`config.mk`:
```
export PLATFORM = sky130hd
export DESIGN_NAME = cache_fill_fsm
export DESIGN_NICKNAME = d
export VERILOG_FILES = /design/src/rtl/cache_fill_pkg.sv /design/src/rtl/cache_fill_fsm_counter.sv /design/src/rtl/cache_fill_fsm.sv
export SDC_FILE = /design/constraint.sdc
export NUM_CORES = 1
export LEC_CHECK = 0
export CAP_MARGIN = 30
export CORE_MARGIN = 3
export CORE_UTILIZATION = 33
export DETAILED_ROUTE_END_ITERATION = 6
export GPL_ROUTABILITY_DRIVEN = 0
export HOLD_SLACK_MARGIN = 0.1
export PLACE_DENSITY = 0.76
export SYNTH_ARGS = -nofsm -noshare
export SYNTH_HDL_FRONTEND = slang
export SYNTH_SLANG_ARGS = --single-unit
```
`constraint.sdc`:
```
create_clock -name clk -period 1.15 [get_ports clk]
set_input_delay 0.1725 -clock clk [delete_from_list [all_inputs] [get_ports clk]]
set_output_delay 0.1725 -clock clk [all_outputs]
set_load 0.1 [all_outputs]
```
`src/rtl/cache_fill_pkg.sv`:
```
// Shared cache definitions: fill FSM state encoding, block geometry and
// block-base alignment used by the fill engine and the tag logic.
package cache_fill_pkg;

    typedef enum logic {
        IDLE = 1'b0,
        FILL = 1'b1
    } fill_state_e;

    localparam int WORDS_PER_BLOCK = 8;
    localparam int WORD_IDX_W      = 3;

    // Clears the word-offset and byte-in-word bits so a 16-bit word block starts aligned.
    function automatic logic [63:0] block_base(input logic [63:0] addr, input int idx_w);
        return addr & ~((64'd1 << (idx_w + 1)) - 64'd1);
    endfunction

endpackage

```
`src/rtl/cache_fill_fsm_counter.sv`:
```
// Saturating up-counter with synchronous clear; tracks word positions within
// one cache block (issued addresses or received words).
module fill_word_counter
    import cache_fill_pkg::*;
#(
    parameter int W = 3
) (
    input  logic         clk,
    input  logic         rst_n,
    input  logic         clr,
    input  logic         inc,
    output logic [W-1:0] count
);

    logic [W-1:0] count_q;
    logic [W-1:0] count_d;

    always_comb begin
        count_d = count_q;
        if (clr) begin
            count_d = '0;
        end else if (inc && (count_q != {W{1'b1}})) begin
            count_d = count_q + W'(1);
        end
    end

    always_ff @(posedge clk or negedge rst_n) begin
        if (!rst_n) begin
            count_q <= '0;
        end else begin
            count_q <= count_d;
        end
    end

    assign count = count_q;

endmodule

```
`src/rtl/cache_fill_fsm.sv`:
```
// Cache block fill initiator: on a miss, streams block read addresses to the
// pipelined memory and writes each returned word, validating the tag on the last.
module cache_fill_fsm
    import cache_fill_pkg::*;
#(
    parameter int ADDR_WIDTH      = 16,
    parameter int WORDS_PER_BLOCK = cache_fill_pkg::WORDS_PER_BLOCK,
    parameter int WORD_IDX_W      = $clog2(WORDS_PER_BLOCK)
) (
    input  logic                  clk,
    input  logic                  rst_n,
    input  logic                  miss_detected,
    input  logic [ADDR_WIDTH-1:0] miss_address,
    input  logic [15:0]           memory_data,
    input  logic                  memory_data_valid,
    output logic [ADDR_WIDTH-1:0] memory_address,
    output logic                  mem_enable,
    output logic                  mem_wr,
    output logic                  fsm_busy,
    output logic                  write_data_array,
    output logic [WORD_IDX_W-1:0] word_index,
    output logic [15:0]           fill_data,
    output logic                  write_tag_array
);

    localparam logic [WORD_IDX_W-1:0] LAST_WORD = WORD_IDX_W'(WORDS_PER_BLOCK - 1);

    fill_state_e           state_q;
    fill_state_e           state_d;
    logic [ADDR_WIDTH-1:0] base_q;
    logic [ADDR_WIDTH-1:0] base_d;

    logic                  issue_clr;
    logic                  issue_inc;
    logic                  recv_clr;
    logic                  recv_inc;
    logic [WORD_IDX_W-1:0] issue_cnt;
    logic [WORD_IDX_W-1:0] recv_cnt;

    // Issue count saturates on the last word, so the final address is simply re-read.
    fill_word_counter #(.W(WORD_IDX_W)) u_issue_cnt (
        .clk   (clk),
        .rst_n (rst_n),
        .clr   (issue_clr),
        .inc   (issue_inc),
        .count (issue_cnt)
    );

    fill_word_counter #(.W(WORD_IDX_W)) u_recv_cnt (
        .clk   (clk),
        .rst_n (rst_n),
        .clr   (recv_clr),
        .inc   (recv_inc),
        .count (recv_cnt)
    );

    always_comb begin
        state_d          = state_q;
        base_d           = base_q;
        issue_clr        = 1'b0;
        issue_inc        = 1'b0;
        recv_clr         = 1'b0;
        recv_inc         = 1'b0;
        memory_address   = '0;
        mem_enable       = 1'b0;
        mem_wr           = 1'b0;
        fsm_busy         = 1'b0;
        write_data_array = 1'b0;
        word_index       = '0;
        fill_data        = '0;
        write_tag_array  = 1'b0;

        unique case (state_q)
            IDLE: begin
                if (miss_detected) begin
                    base_d    = ADDR_WIDTH'(block_base(64'(miss_address), WORD_IDX_W));
                    issue_clr = 1'b1;
                    recv_clr  = 1'b1;
                    state_d   = FILL;
                end
            end
            FILL: begin
                mem_enable     = 1'b1;
                fsm_busy       = 1'b1;
                memory_address = base_q + ADDR_WIDTH'({issue_cnt, 1'b0});
                issue_inc      = 1'b1;
                // Words return in issue order, so the receive count is the word offset.
                if (memory_data_valid) begin
                    write_data_array = 1'b1;
                    word_index       = recv_cnt;
                    fill_data        = memory_data;
                    recv_inc         = 1'b1;
                    if (recv_cnt == LAST_WORD) begin
                        write_tag_array = 1'b1;
                        state_d         = IDLE;
                    end
                end
            end
        endcase
    end

    always_ff @(posedge clk or negedge rst_n) begin
        if (!rst_n) begin
            state_q <= IDLE;
            base_q  <= '0;
        end else begin
            state_q <= state_d;
            base_q  <= base_d;
        end
    end

endmodule

```
==> results.md <==
Outcome:
- The flow ran to the end, but the final reports show violations.
- The checks that failed: setup timing.

Pwr:
- The maximum VDD drop is 1.838 mV.
- The power density relative to cell area is 3133 mW/mm².
- The analysis attributes to cell leakage a power of between 1 and 1.5 nW.

Clocking:
- The TritonCTS clock tree is yes.
- Clock tree synthesis found a total of 19 sinks.
- Counting along the longest clock path gives a buffer depth of 2.
- The root buffer selected by CTS is sky130_fd_sc_hd__clkbuf_4.
- Clock tree synthesis inserted a total of 3 buffers.
- The H-tree depth is 1.
- For the worst-skew pair, the clock arrives at the later sink with an insertion delay of roughly 0.30 ns.
- The CTS clock-pin slew for the worst setup and hold paths is between 0.1 and 0.15 ns.

STA:
- The maximum frequency from static timing analysis is 0.6253 GHz.
- The max-slew violation total from the final report is 0.
- The final number of hold-violating endpoints was 0.
- After routing, the total negative slack on setup checks comes to -19.71 ns.
- Setup repair after global routing could not meet its margin everywhere.
- In the post-route analysis, the smallest setup slack over all paths is -0.4493 ns.
- The worst clock skew is 0.003130 ns.
- Setup violations remaining at the end of the flow were counted as 56.
- The period utilization is 1.391.
- Subtracting the final worst setup slack from the clock period gives 1.599 ns.

Floorplanning:
- The die is 66.24 µm wide.
- Row generation in the floorplan step produced 21 rows.
- The region available for standard cell placement spans 0.003416 mm².
- The initial core utilization is 0.3505.
- The floorplan die area is 0.004387 mm².
- During I/O placement, the number of pins put on the boundary was 76.
- The vertical die dimension is 66.24 µm.

Yosys:
- The share of the Yosys chip area taken by registers is 0.3971.
- The share of Yosys cell area claimed by the top area cell type is 0.3971.
- The commonest cells after synthesis are 20 x sky130_fd_sc_hd__and3_1, 19 x sky130_fd_sc_hd__dfrtp_1, 16 x sky130_fd_sc_hd__and2_1.
- The number of enable-type register cells in the synthesized netlist is 0.
- A synthesized cell averages between 10 and 15 µm².
- The largest total area in the synthesized netlist belongs to sky130_fd_sc_hd__dfrtp_1.
- The synthesized netlist cell count is around 110.
- The Yosys step of the flow raised 0 warnings.
- The register bit count reported by yosys is 19.
- The number of library cell types mapped by synthesis is 26.
- Yosys attributes the largest share of cell area to sky130_fd_sc_hd__dfrtp_1 40%, sky130_fd_sc_hd__mux2_4 13%, sky130_fd_sc_hd__and3_1 10%.
- Counting flops with an async set or reset pin after synthesis yields a share of 1.000.
- The most frequently used cell type in the post-synthesis netlist is sky130_fd_sc_hd__and3_1.
- After synthesis the cells add up to approximately 0.0012 mm².
- Among all flip-flop cells after synthesis, the most frequent one is sky130_fd_sc_hd__dfrtp_1.

Setup path:
- The maximum single-stage delay on the critical path is 0.41 ns.
- Counting both buffers and inverters, the worst setup path holds a total of 1.
- Of all nets on the critical path, the largest fanout is 2.
- The critical path capture point type is a primary output.
- The critical path required time is 0.98 ns.
- The kind of cell with the highest combined delay along the critical path is flip-flops.
- Among all stages on the critical path, the largest delay is contributed by sky130_fd_sc_hd__dfrtp_1.
- The worst reg2reg path startpoint is state_q.
- Tracing the worst setup path back leads to its startpoint at u_recv_cnt.count[1].
- Traced cell by cell, the critical path runs through ha_2 > ha_4 > and3_4 > buf_12.
- Data arrives at the worst endpoint at 1.43 ns.
- The kind of critical path is reg -> out.
- The startpoint type of the worst setup path is a register.

Worst hold path:
- The class of the tightest hold or removal check is in -> async.

GRT:
- The via count of the first global-routing pass came to 1,209.
- In the global route stage, overall resource usage came out at 0.1881.
- The number of antenna violations at the first check in global routing is 0.
- Summed over all layers, the global routing overflow is 0.
- The first global-routing pass estimated approximately 6.3 mm of wire.
- The largest net degree at the start of global routing is 26.

Layout:
- The repair_antennas step left the layout with diodes totalling 0.
- For this run, the post-layout net count is 236.
- The post-synthesis to final-layout area growth is 127.7%.
- In the final layout, the share of cells above drive strength 1 is 0.6462.
- The final design utilization is 0.7982.
- The finished layout holds 241 standard cells, fillers aside.

Place:
- The half-perimeter wire length of the detailed placement result is slightly above 3 mm.
- Including well taps, the total number of placed cells is 229.
- Buffers placed on the I/O ports in this run total 69.

Detailed routing:
- The first-pass iteration count of the detailed router is 3.
- Once detail routing completed, the nets flagged for antenna violations numbered 0.
- The number of DRC markers after the initial detailed-route iteration is 32.
- The via density per instance is between 4 and 5.
- After detailed routing, the average wire length per cell comes to 15.80 µm.
- The routed layout has 1,126 vias.
- The post-route DRC violation count is 0.
- For this block, the routed nets add up to 3.808 mm of wire.

Run:
- The total of max-cap violations is 0.
-- power by group --
part | leakage (nW) | switching [mW] | internal, mW
registers | 0.228 | 0.260 | 0.997
clock network | 0.0177 | 0.211 | 0.130
logic | 0.960 | 3.97 | 2.98
total | 1.21 | 4.44 | 4.10
-- timing repair --
item                                    in CTS  in global routing
gates resized for setup                     20                  1
pin swaps                                    7                  6
gates cloned                                 1                  0
endpoints found under the setup margin      57                 57
hold buffers                                 0                  0
setup buffers                                8                  3
-- cell type report --
class                           instances  area [µm²]
Clock inverter                          1       5.005
Timing Repair Buffer                   93        1316
Fill cell                             201       689.4
Clock buffer                            3       22.52
Tap cell                               46       57.56
Multi-Input combinational cell         79       845.8
Sequential cell                        19       479.2
-- placed cells by master, fill, tap and decap left out, types with 2 or more instances in the layout --
cell | Yosys | routed
sky130_fd_sc_hd__nand4b_1 | 2 | 2
sky130_fd_sc_hd__ha_4 | 0 | 2
sky130_fd_sc_hd__or3b_2 | 2 | 2
sky130_fd_sc_hd__buf_12 | 1 | 41
sky130_fd_sc_hd__dfrtp_1 | 19 | 18
sky130_fd_sc_hd__nand2b_1 | 3 | 3
sky130_fd_sc_hd__clkdlybuf4s50_1 | 0 | 31
sky130_fd_sc_hd__buf_6 | 0 | 6
sky130_fd_sc_hd__o211ai_1 | 2 | 2
sky130_fd_sc_hd__nand2_1 | 3 | 3
sky130_fd_sc_hd__nor2b_4 | 1 | 2
sky130_fd_sc_hd__conb_1 | 1 | 2
sky130_fd_sc_hd__mux2i_1 | 4 | 4
sky130_fd_sc_hd__and2_4 | 0 | 16
sky130_fd_sc_hd__mux2_4 | 10 | 12
sky130_fd_sc_hd__and3_4 | 0 | 20
sky130_fd_sc_hd__buf_4 | 5 | 13
sky130_fd_sc_hd__ha_2 | 0 | 2
sky130_fd_sc_hd__clkbuf_4 | 0 | 3
-- layer usage --
metal  wire length [µm]  vias up  GRT usage
met1               1434      556     0.2270
met4                 38        0    0.03807
met3                 92        4    0.02891
li1                   -      547          -
met2               2243       19     0.3482
met5                  0        -          0
-- registers in the layout (all words and copies together), names as in the netlist --
name and cells:
u_recv_cnt.count 3, base_q 12, u_issue_cnt.count 3, state_q 1
-- cell families after synthesis --
family,Yosys count,synth area share
AO/OA/AOI/OAI,4,0.02612
XOR/XNOR,1,0.007316
adder cells (fa/ha/maj),4,0.04180
buffers and inverters,11,0.06583
flip-flops,19,0.3971
multiplexers,16,0.1776
other,1,0.003132
AND/OR/NAND/NOR,52,0.2811
-- path summary, 6_finish.rpt --
path	to	slack, ns	depth (start not counted)
max	write_tag_array	-0.45	4
min	base_q[15]	0.19	2
max reg2reg	base_q[7]	-0.39	5
min reg2reg	base_q[9]	0.53	1
max in group asynchronous	state_q	0.74	2
min in group clk	base_q[8]	0.48	2
-- metrics by stage --
stage | hold slack, ns | setup WS (ns) | total power [mW] | instance area, µm²
after floorplan | -0.1231 | -0.3621 | 5.611 | 1371
after detailed placement | 0.4999 | -0.2869 | 7.997 | 2562
final | 0.1905 | -0.4493 | 8.541 | 2726
after global placement | 0.5012 | -0.2567 | 7.815 | 2562
after CTS | 0.1979 | -0.4331 | 8.558 | 2734
after global routing | 0.1930 | -0.5014 | 8.864 | 2726
(Power assumes the default switching activity.)
